### src/rtl/store_unit.sv
// MEM-stage store path: packs a store into a word-aligned bus write with byte
// enables, runs the req/ack handshake, and flags misaligned stores and timeouts.
module store_unit #(
  parameter int TIMEOUT = 16,
  parameter int CNT_W   = 5
) (
  input  logic        clk,
  input  logic        reset,
  input  logic        req,
  input  logic [1:0]  op,
  input  logic [31:0] addr,
  input  logic [31:0] wdata,
  input  logic        flush,
  input  logic        mem_ack,
  output logic        mem_req,
  output logic [31:0] mem_addr,
  output logic [3:0]  mem_be,
  output logic [31:0] mem_wdata,
  output logic        stall,
  output logic        exc_ades,
  output logic [31:0] badvaddr,
  output logic        done,
  output logic        bus_err
);

  typedef enum logic {IDLE, BUSY} state_t;

  state_t           state, next_state;
  logic [CNT_W-1:0] cnt;
  logic             misaligned, valid, accept, timeout_hit;
  logic [3:0]       pack_be;
  logic [31:0]      pack_data;

  assign misaligned  = (op == 2'b01 && addr[0]) || (op == 2'b00 && addr[1:0] != 2'b00);
  assign valid       = req && !flush && op != 2'b11;
  assign accept      = (state == IDLE) && valid && !misaligned;
  assign timeout_hit = (cnt == CNT_W'(TIMEOUT - 1));

  // Little-endian lane packing; the data is replicated so any enabled lane sees it.
  always_comb begin
    pack_be   = 4'b0000;
    pack_data = wdata;
    case (op)
      2'b00: begin
        pack_be   = 4'b1111;
        pack_data = wdata;
      end
      2'b01: begin
        pack_be   = addr[1] ? 4'b1100 : 4'b0011;
        pack_data = {2{wdata[15:0]}};
      end
      2'b10: begin
        pack_be   = 4'b0001 << addr[1:0];
        pack_data = {4{wdata[7:0]}};
      end
      default: begin
        pack_be   = 4'b0000;
        pack_data = wdata;
      end
    endcase
  end

  // Ack has priority over timeout; an issued write is never cancelled by new inputs.
  always_comb begin
    next_state = state;
    stall      = 1'b0;
    exc_ades   = 1'b0;
    case (state)
      IDLE: begin
        if (accept) begin
          stall      = 1'b1;
          next_state = BUSY;
        end else if (valid && misaligned) begin
          exc_ades = 1'b1;
        end
      end
      BUSY: begin
        if (mem_ack || timeout_hit) begin
          next_state = IDLE;
        end else begin
          stall = 1'b1;
        end
      end
      default: next_state = IDLE;
    endcase
  end

  always_ff @(posedge clk or negedge reset) begin
    if (!reset) begin
      state     <= IDLE;
      cnt       <= '0;
      mem_req   <= 1'b0;
      mem_addr  <= 32'h0;
      mem_be    <= 4'b0000;
      mem_wdata <= 32'h0;
      badvaddr  <= 32'h0;
      done      <= 1'b0;
      bus_err   <= 1'b0;
    end else begin
      state   <= next_state;
      done    <= 1'b0;
      bus_err <= 1'b0;
      case (state)
        IDLE: begin
          if (accept) begin
            mem_req   <= 1'b1;
            mem_addr  <= {addr[31:2], 2'b00};
            mem_be    <= pack_be;
            mem_wdata <= pack_data;
            cnt       <= '0;
          end else if (exc_ades) begin
            badvaddr <= addr;
          end
        end
        BUSY: begin
          if (mem_ack) begin
            mem_req <= 1'b0;
            mem_be  <= 4'b0000;
            done    <= 1'b1;
          end else if (timeout_hit) begin
            mem_req <= 1'b0;
            mem_be  <= 4'b0000;
            bus_err <= 1'b1;
          end else begin
            cnt <= cnt + 1'b1;
          end
        end
        default: ;
      endcase
    end
  end

endmodule

### config.mk
export PLATFORM = sky130hd
export DESIGN_NAME = store_unit
export DESIGN_NICKNAME = d
export VERILOG_FILES = /design/src/rtl/store_unit.sv
export SDC_FILE = /design/constraint.sdc
export NUM_CORES = 1
export LEC_CHECK = 0
export ABC_AREA = 1
export ABC_CLOCK_PERIOD_IN_PS = 1930
export BUFFER_PORTS_ARGS = -buffer_cell sky130_fd_sc_hd__buf_4
export CAP_MARGIN = 5
export CORE_ASPECT_RATIO = 1.2
export CORE_MARGIN = 3
export CORE_UTILIZATION = 49
export CTS_BUF_LIST = sky130_fd_sc_hd__clkbuf_16
export CTS_CLUSTER_DIAMETER = 60
export DETAILED_ROUTE_END_ITERATION = 7
export PLACE_DENSITY = 0.82
export SETUP_SLACK_MARGIN = 0.2
export SYNTH_ARGS = -nofsm -noshare
export SYNTH_HDL_FRONTEND = slang
export SYNTH_SLANG_ARGS = --single-unit
### constraint.sdc
create_clock -name clk -period 1.93 [get_ports clk]
set_input_delay 0.0965 -clock clk [delete_from_list [all_inputs] [get_ports clk]]
set_output_delay 0.0965 -clock clk [all_outputs]
set_load 0.1 [all_outputs]
==> results.cfg <==
[logic_synthesis]
post-synth-top-count-cell = nand2_1
synth.avg_cell_area_um2 = 8.52
synth-seq-cells = 107
async_flop_share = 1.00
yosys_warnings = 0
synth-seq-area-share = 0.564
ys_top_cells_by_area = dfrtp_1 (56%), nand2_1 (20%), o21ai_0 (4.9%)
synth_edf_count = 0
synth.distinct_cells = 21
ys_top_cells_by_count = nand2_1 (254), dfrtp_1 (107), o21ai_0 (46)
yosysTopAreaCell = dfrtp_1
synthCells = 557
synth-main-ff-cell = dfrtp_1
syn_area_um2 = 4740
synth_top_area_share = 0.564

[clock_network]
cts.sinks = 107
clk_latency_ns = 0.34
cts_max_path_buffers = 2
cts_tree = yes
cts.clk_slew.worst_paths_ns = 0.07
ctsHtreeMaxLevel = 3
cts_buffers = 9
clockRootBuffer = clkbuf_16

[run_status]
outcome = finished clean

[detailed_routing]
ant_nets = 0
vias = 4386
drc = 0
detail_route.vias_per_cell = 5.06
routed_wl_mm = 12.4
wl_per_cell_um = 14.3
first_iter_violations = 164
dr.pass1.iters = 5

[grt]
grt_pass1_wl_mm = 20.1
antenna_found_initial = 0
track_usage = 0.236
grt.overflow.total = 0
grt_pass1_vias = 4227
grt_max_degree = 61

[placed_design]
port_buffers = 173
hpwlAfterDp_mm = 8.92
gp_congestion = 0.826
dp_slack_ns = 0.122

[die]
core_um2 = 9220
io_pins = 176
rows = 38
die_area_um2 = 10900
dieHeight_um = 114
initial_core_util = 0.514
die_w_um = 95.8

[sta]
slew_headroom = 0.589
rsz0062_at_grt = yes
setup_tns_ns = 0
fin_crit_sh = 0.923
clock_skew_ns = 0.00509
worstMarginPinSlew_ns = 0.616
hold_viol = 0
period_needed_ns = 1.78
finalWorstSetupSlack_ns = 0.149
maxSlewViolCount = 0
max_freq_mhz = 561
setup_viol = 0

[setup_path]
cp_slowest_cell = dfrtp_1
end_kind = output pin
worst_setup_path_start_kind = flip-flop
criticalPathCategory = flip-flop to output pin
cp_max_fo = 2
slowest_delay_ns = 0.40
required_ns = 1.83
crit_chain = ha_2 -> nand2_2 -> nor2_2 -> ha_2 -> nor2_4 -> nand2_2 -> nand2_4 -> buf_12
reg2regPathDepth = 10
crit_arrival_ns = 1.68

[power]
p_int_mw = 4.89
p_sw_mw = 5.83
switching_share = 0.544
seqPwrFrac = 0.289
comb_power_share = 0.546
clock_power_share = 0.165
power.density_nw_per_um2 = 1630
p_leak_nw = 3.70
ir_worst_vdd_mv = 0.958

[layout]
fillers = 694
antennaDiodeCount = 0
nNetsFinal = 819
drive_gt1_frac = 0.322
area_growth_pct = 38.7

[min_path]
hold_depth = 3
hold_class = input port to flip-flop

[job]
maxCapViolations = 0
## placed cells by master, fill, tap and decap left out, types with 3 or more instances in the layout
cell type      count
dfrtp_1          107
clkinv_1           3
buf_4            190
inv_2              3
nand2_2            3
o21ai_2           20
inv_1             42
dlygate4sd3_1     10
nand3_1           21
o21ai_1           12
ha_1               5
o21ai_0           46
nand2_1          250
clkbuf_16          9
nor2_1             3
## flip-flops by register name, summed over array words and instances, names as in the netlist
register	flops
mem_req	1
state	1
bus_err	1
badvaddr	32
mem_addr	30
cnt	5
done	1
mem_be	4
mem_wdata	32
## cells by family (layout without fill, tap and decap cells)
group                    after synthesis  after routing  synth area share
AND/OR/NAND/NOR                      287            287             0.236
flip-flops                           107            107             0.564
AO/OA/AOI/OAI                         80             80             0.100
buffers and inverters                 75            263            0.0799
adder cells (fa/ha/maj)                7              7            0.0185
other                                  1              2          0.000790
## stage by stage
step | utilization | power [mW] | hold slack (ns) | cell area [µm²] | cells
after CTS | 0.711 | 10.8 | 0.0112 | 6550 | 863
final | 0.714 | 10.7 | 0.0186 | 6580 | 866
after global routing | 0.714 | 11.1 | 0.0257 | 6580 | 866
after floorplan | - | 7.60 | -0.199 | 4760 | 558
after global placement | 0.660 | 8.85 | 0.110 | 6090 | 831
after detailed placement | 0.660 | 8.92 | 0.114 | 6090 | 831
## worst max-delay path: cells and delay by family (launching register included)
family	cells	cell delay (ns)
adders and majority gates	2	0.40
buffers and inverters	1	0.17
DFF	1	0.40
and+or+nand+nor	5	0.37
## area by class of cell
class / count / area, µm² / share of cell area
timing repair buffer: 202 / 1570 / 0.238
sequential: 107 / 2680 / 0.407
inverter: 45 / 169 / 0.0257
clock inverter: 7 / 58.8 / 0.00894
clock buffer: 9 / 225 / 0.0342
tap: 120 / 150 / 0.0228
multi-input combinational: 376 / 1730 / 0.263
## power groups by stage
| stage | clock, mW | combinational [mW] | sequential, mW |
|---|---|---|---|
| 6_report | 1.77 | 5.86 | 3.10 |
| 3_5_place_dp | 0 | 5.78 | 3.14 |
| 3_3_place_gp | 0 | 5.72 | 3.12 |
| 2_1_floorplan | 0 | 0.706 | 6.89 |
| 5_1_grt | 1.91 | 6.08 | 3.16 |
| 4_1_cts | 1.80 | 5.86 | 3.10 |
## path summary, 6_finish.rpt
kind	from	endpoint	slack, ns
worst max-delay path	cnt[1]	stall	0.15
worst min-delay path	addr[7]	badvaddr[7]	0.02
worst max register to register	cnt[1]	mem_be[1]	0.26
worst min register to register	mem_wdata[11]	mem_wdata[11]	0.49
max in group asynchronous	reset	mem_wdata[9]	1.05
min in group asynchronous	reset	mem_addr[27]	0.33
## routing by layer
metal  up-vias  wire, µm  track usage
met1      2042      4830        0.295
met3        27      1290       0.0627
met4         0       325       0.0987
met5         -         0            0
met2       212      5960        0.384
li1       2105         -            -
## repair_timing
action                                  CTS  global route
resized for setup                        10             2
hold buffers                             10             0
hold endpoints to repair                117             0
setup buffers                             6             3
pin swaps                                 2             4
cloned                                    0             0
endpoints found under the setup margin    8             5
Note: power is estimated with default switching activity, not from simulation.
